==> src/rtl/sega_pad.sv <==
// Sega Mega Drive 3/6-button pad reader: drives SELECT, samples the six data pins per phase,
// publishes a frame-consistent 12-bit button word. Six-button support is enabled by SEGA_SIX_EN.
module sega_pad #(
    parameter int PHASE_CYC = 250,
    parameter int IDLE_CYC  = 50000
) (
    input  logic        clock,
    input  logic        reset_n,
    input  logic        pin_d1,
    input  logic        pin_d2,
    input  logic        pin_d3,
    input  logic        pin_d4,
    input  logic        pin_d6,
    input  logic        pin_d9,
    output logic        pin_d7,
    output logic [11:0] joy,
    output logic        present,
    output logic        six,
    output logic        done
);

    // state  | meaning
    // S_IDLE | SELECT high, pad counter resets; lasts IDLE_CYC
    // S_PH0  | H1: dpad, B, C
    // S_PH1  | L1: A, Start, presence (d3/d4 low)
    // S_PH2-4| H2/L2/H3: no capture
    // S_PH5  | L3: six-button candidate (d1..d4 low)
    // S_PH6  | H4: X, Y, Z, Mode
    // S_PH7  | L4: publish frame
    typedef enum logic [3:0] {
        S_IDLE, S_PH0, S_PH1, S_PH2, S_PH3, S_PH4, S_PH5, S_PH6, S_PH7
    } state_e;

    localparam int MAX_CYC = (IDLE_CYC > PHASE_CYC) ? IDLE_CYC : PHASE_CYC;
    localparam int CW      = $clog2(MAX_CYC);
    localparam logic [CW-1:0] IDLE_LD  = CW'(IDLE_CYC - 1);
    localparam logic [CW-1:0] PHASE_LD = CW'(PHASE_CYC - 1);

    state_e        state_q;
    logic [CW-1:0] cnt_q;
    logic [5:0]    sync1_q;
    logic [5:0]    sync2_q;
    logic          pin_d7_q;
    logic [11:0]   joy_q;
    logic          present_q;
    logic          six_q;
    logic          done_q;
    logic [3:0]    sh_dir_q;
    logic          sh_b_q;
    logic          sh_c_q;
`ifdef SEGA_SIX_EN
    logic          sh_a_q;
    logic          sh_st_q;
    logic          sh_pres_q;
    logic          sh_cand_q;
    logic [3:0]    sh_ext_q;
`endif

    // {d9,d6,d4,d3,d2,d1}, 1 = pin driven low
    logic [5:0] smp;
    assign smp = sync2_q;

    always_ff @(posedge clock) begin
        if (!reset_n) begin
            state_q   <= S_IDLE;
            cnt_q     <= IDLE_LD;
            sync1_q   <= '0;
            sync2_q   <= '0;
            pin_d7_q  <= 1'b1;
            joy_q     <= '0;
            present_q <= 1'b0;
            six_q     <= 1'b0;
            done_q    <= 1'b0;
            sh_dir_q  <= '0;
            sh_b_q    <= 1'b0;
            sh_c_q    <= 1'b0;
`ifdef SEGA_SIX_EN
            sh_a_q    <= 1'b0;
            sh_st_q   <= 1'b0;
            sh_pres_q <= 1'b0;
            sh_cand_q <= 1'b0;
            sh_ext_q  <= '0;
`endif
        end else begin
            sync1_q <= ~{pin_d9, pin_d6, pin_d4, pin_d3, pin_d2, pin_d1};
            sync2_q <= sync1_q;
            done_q  <= 1'b0;
            if (cnt_q != '0) begin
                cnt_q <= cnt_q - CW'(1);
            end else begin
                // Phases alternate SELECT; idle entry/exit override below.
                cnt_q    <= PHASE_LD;
                pin_d7_q <= ~pin_d7_q;
                case (state_q)
                    S_IDLE: begin
                        state_q  <= S_PH0;
                        pin_d7_q <= 1'b1;
                    end
                    S_PH0: begin
                        sh_dir_q <= smp[3:0];
                        sh_b_q   <= smp[4];
                        sh_c_q   <= smp[5];
                        state_q  <= S_PH1;
                    end
                    S_PH1: begin
`ifdef SEGA_SIX_EN
                        sh_a_q    <= smp[4];
                        sh_st_q   <= smp[5];
                        sh_pres_q <= smp[2] & smp[3];
                        state_q   <= S_PH2;
`else
                        present_q <= smp[2] & smp[3];
                        joy_q     <= (smp[2] & smp[3]) ?
                                     {4'b0000, sh_dir_q, smp[5], sh_c_q, sh_b_q, smp[4]} : '0;
                        done_q    <= 1'b1;
                        state_q   <= S_IDLE;
                        cnt_q     <= IDLE_LD;
                        pin_d7_q  <= 1'b1;
`endif
                    end
`ifdef SEGA_SIX_EN
                    S_PH2: state_q <= S_PH3;
                    S_PH3: state_q <= S_PH4;
                    S_PH4: state_q <= S_PH5;
                    S_PH5: begin
                        sh_cand_q <= &smp[3:0];
                        state_q   <= S_PH6;
                    end
                    S_PH6: begin
                        sh_ext_q <= sh_cand_q ? {smp[3], smp[0], smp[1], smp[2]} : 4'b0000;
                        state_q  <= S_PH7;
                    end
                    S_PH7: begin
                        present_q <= sh_pres_q;
                        six_q     <= sh_pres_q & sh_cand_q;
                        joy_q     <= sh_pres_q ?
                                     {sh_ext_q, sh_dir_q, sh_st_q, sh_c_q, sh_b_q, sh_a_q} : '0;
                        done_q    <= 1'b1;
                        state_q   <= S_IDLE;
                        cnt_q     <= IDLE_LD;
                        pin_d7_q  <= 1'b1;
                    end
`endif
                    default: begin
                        state_q  <= S_IDLE;
                        cnt_q    <= IDLE_LD;
                        pin_d7_q <= 1'b1;
                    end
                endcase
            end
        end
    end

    assign pin_d7  = pin_d7_q;
    assign joy     = joy_q;
    assign present = present_q;
    assign six     = six_q;
    assign done    = done_q;

endmodule

==> config.mk <==
export PLATFORM = sky130hd
export DESIGN_NAME = sega_pad
export DESIGN_NICKNAME = d
export VERILOG_FILES = /design/src/rtl/sega_pad.sv
export SDC_FILE = /design/constraint.sdc
export NUM_CORES = 1
export LEC_CHECK = 0
export ABC_CLOCK_PERIOD_IN_PS = 2500
export BUFFER_PORTS_ARGS = -buffer_cell sky130_fd_sc_hd__buf_2
export CAP_MARGIN = 40
export CORE_MARGIN = 2
export CORE_UTILIZATION = 55
export CTS_CLUSTER_DIAMETER = 50
export DETAILED_ROUTE_END_ITERATION = 6
export PLACE_DENSITY = 0.85
export SYNTH_ARGS = -nofsm -noshare
export SYNTH_HDL_FRONTEND = slang
export SYNTH_SLANG_ARGS = --single-unit
export TNS_END_PERCENT = 1
==> constraint.sdc <==
create_clock -name clock -period 2.5 [get_ports clock]
set_clock_uncertainty 0.1 [all_clocks]
set_input_delay 0.5 -clock clock [delete_from_list [all_inputs] [get_ports clock]]
set_output_delay 0.5 -clock clock [all_outputs]
set_load 0.02 [all_outputs]
; ---- After elaboration in Yosys (flattened, before gate mapping)
; Index checks and enable logic that the tools add are counted.
[totals]
regBits = 53
out_inout_bits = 16
elab_cells = 31
[classes]
addsub = 1
n_eq_ne = 2
mux = 6
bitwise_logic = 5
reduce_logical = 6
[ops]
columns = cell, count
row1 = two-way mux 16 bit, 2
row2 = nonzero test 16 bit, 1
row3 = subtractor 16 x 1 -> 16 bit (second input constant), 1
row4 = two-way mux 8 bit, 1
row5 = inverter 6 bit, 1
row6 = equality test 4 x 1 -> 1 bit (second input constant), 1
row7 = equality test 4 x 2 -> 1 bit (second input constant), 1
row8 = zero test 4 bit, 1
row9 = one-hot mux 2 bit (2 select lines), 1
row10 = AND reduction 2 bit, 2
row11 = OR reduction 2 bit, 2
row12 = inverter 1 bit, 3
row13 = two-way mux 1 bit, 2
row14 = AND 1 bit, 1

; ---- Depth between registers and ports, before layout
[depth]
word_depth = 4
mapped_depth = 8
ltp_nobuf = 6

; ---- Worst setup path after synthesis
; Ideal clock, no wire load.
[synth_path]
path_type = register -> register
startpoint = register cnt_q[0]
endpoint = register cnt_q[14]
arrival_ns = 1.673
required_time_ns = 2.273
path_slack_ns = 0.600
path_stages_with_launch = 8
period_less_slack_ns = 1.900
cell_sequence = dfxtp_1 -> inv_1 -> ha_1 -> nor2b_1 -> and3_1 -> buf_6 -> a31o_4 -> or3_1
[synth_between]
elab_chain_len = 2
elab_cells_between_ends = 3
classes_between = add/sub (1) / mux (1) / reduce/logical (1)
[synth_rtl]
columns = item, line
row1 = "start, declared", 40  ; logic [CW-1:0] cnt_q;
row2 = "start signal, assigned", 89  ; cnt_q <= cnt_q - CW'(1);
row3 = subtractor 16 x 1 -> 16 bit / nonzero test 16 bit (equally long branches), "89, 88"
row4 = two-way mux 16 bit (*), 88  ; if (cnt_q != '0) begin
; Every way passes the cells marked *; elsewhere a longest branch is shown, timed or not.
; A chain may end at the register's enable or synchronous reset.

; ---- Worst setup path after layout
; Same ends and word-level chain as after synthesis.

==> run metrics <==
status finished, final reports clean; CP top delay family simple AND/OR/NAND/NOR gates; Tmin final 2.184 ns; clock slew at reported path FFs 0.13 ns; Rows 21; Worst Setup End Kind register; Fmax achieved 0.4579 GHz; Least-Margin Pin Slew 0.5707 ns; H-Tree Depth 2; ANT cells 0; top-count cell post-synth dfxtp_1; WL/cell 12.92 µm; core box area 3363 µm²; Synth Flop Type dfxtp_1; post-synthesis area per instance 9.205 µm²; CP required 2.67 ns; CP Max Fanout 16; Sink Count 47; nets 237; Residual DRC 0; vias per cell 5.462; Commonest cells post-synth dfxtp_1, nand2_1, o21ai_0; Sequential cell area 940.9 µm²; # hold bufs at CTS 0; Placed Cells 267; postcts setup bufs 0; top cell type by total area after synthesis dfxtp_1; Hold Path Class in2reg; TritonCTS buffer count 5; # fillers 302; GRT Util Overall 0.1936; peak per-stage delay on the critical path 0.39 ns; synthesized flop and latch total 47; later-pin clock latency in the skew report 0.38 ns; Pwr Total 0.001308 W; critical path class reg2reg; worst hold path startpoint pin_d9; Worst Setup Start Kind register; Routed WL 3553 µm; Final Hold Vio Count 0; hpwl dp 2370 µm; area of the multi-input gates 910.9 µm²; synth warn 0; asr flop ratio synth 0; Max Root-Sink Buffers 2; Starting DRT DRC Count 93; share of layout cells above drive strength 1 0.1616; Rel. slew slack 0.6195; Netlist cell types 38; Fin Setup TNS 0 ns; maxcap violations 0; sequential area share after synthesis 0.4867; Die W 63.29 µm; die extent in y 63.29 µm; Final ANT Viol Nets 0; share of the synthesized area in the top cell type 0.4867; RSZ-0062 raised after global routing no; Min Hold Slack 0.1561 ns; Max IR drop VDD 0.3958 mV; synthesized instance count 210; Die Area 4005 µm²; critical path cell sequence inv_1, ha_1, nor2b_1, and3_1, a31o_4, or3_1; Synth Cell Area 1933 µm²; CP arrival 2.36 ns; Final Core Density 0.6313; cells taking the most area after synthesis dfxtp_1, o21ai_0, a21oi_1, nand3_1, xor2_1; Root Buffer clkbuf_4; Finished Layout Cells 275; io pins 24; # setup viols final 0; drt pass-1 iters 4; total grt overflow 0; Final Cycle Share 0.8735; max-slew violations 0; synth-to-layout area growth 9.838%; Critical Path Start cnt_q[0]; CTS tree yes; via count 1502; P_leak 0.8507 nW; power density over the cells 616.2 nW/µm²; global-route wire length before repair 6037 µm; slowest stage cell, crit path dfxtp_1; vias in the first global route 1374; pin count of the biggest net entering global routing 24; r2r startpoint cnt_q[0]; Critical path buffers and inverters 1; EDFF count, synth 0; IO Port Bufs 18; initial antenna violation count 0; Placer Congestion 0.8771; Initial Utilization 0.5748; Post-CTS Resized 0
## logic make-up (layout without fill, tap and decap cells)
kind of cell | Yosys count | in the layout | synth area share
XOR/XNOR | 10 | 10 | 0.04531
multiplexers | 6 | 6 | 0.03107
buffers and inverters | 17 | 32 | 0.04983
adder cells (fa/ha/maj) | 1 | 1 | 0.006471
other | 1 | 5 | 0.001940
AND/OR/NAND/NOR | 90 | 90 | 0.2693
AO/OA/AOI/OAI | 38 | 38 | 0.1094
flip-flops | 47 | 47 | 0.4867
## worst reg2reg max path, stage by stage, from the launching register on
cell and delay, ns:
dfxtp_1 0.39, inv_1 0.09, ha_1 0.25, nor2b_1 0.18
and3_1 0.38, a31o_4 0.34, or3_1 0.36
## sequential cells by signal (all words and copies together), names as in the netlist
register / flops
cnt_q: 16
done: 1
joy: 8
pin_d7: 1
present: 1
sh_b_q: 1
sh_c_q: 1
sh_dir_q: 4
smp: 6
state_q: 2
sync1_q: 6
## per-layer routing
| metal | wire, µm | share of wire | track usage | up-vias |
|---|---|---|---|---|
| met4 | 73 | 0.021 | 0.1087 | 0 |
| met3 | 183 | 0.052 | 0.04464 | 7 |
| met5 | 0 | 0 | 0 | - |
| met2 | 1663 | 0.47 | 0.3165 | 44 |
| met1 | 1633 | 0.46 | 0.2349 | 693 |
| li1 | - | - | - | 758 |
## layout by cell type (no fill, tap or decap), drive strengths merged
cell type	n
nor4	2
ha	1
buf	21
bufinv	1
and2	6
xnor2	2
o31a	1
conb	5
o31ai	1
o21ai	18
nand2	18
xor2	8
a31o	1
and3	10
nand2b	1
nor2	13
or3	4
or2	1
mux2i	6
nand4	2
or4	1
inv	4
nor3	8
nor2b	2
and2b	1
a21oi	16
nand4b	3
clkbuf	6
a31oi	1
dfxtp	47
nand3	17
nand3b	1
## power breakdown
group	total, W	switching, W	internal, W
Clock	0.000489	0.000247	0.000242
Combinational	0.0000488	0.0000321	0.0000167
Sequential	0.000771	0.00000858	0.000762
## final timing paths
check / to / depth (start not counted) / slack, ns
worst min register to register: cnt_q[0] / 1 / 0.34
worst max-delay path: cnt_q[14] / 6 / 0.32
worst max register to register: cnt_q[14] / 6 / 0.32
worst min-delay path: sync1_q[5] / 2 / 0.16
## final cells by class
class                           count  area share
Clock buffer                        6     0.02416
Clock inverter                      2     0.01827
Inverter                            3    0.005303
Multi-Input combinational cell    150      0.4290
Sequential cell                    47      0.4431
Tap cell                           46     0.02711
Timing Repair Buffer               21     0.05303
## through the flow
step | worst slack, ns | area [µm²]
floorplan | 0.5999 | 1948
global placement | 0.4332 | 2033
detailed placement | 0.3774 | 2033
CTS | 0.3208 | 2123
global route | 0.1791 | 2123
finish | 0.3163 | 2123
No activity file was read; power rests on OpenSTA's default activity.
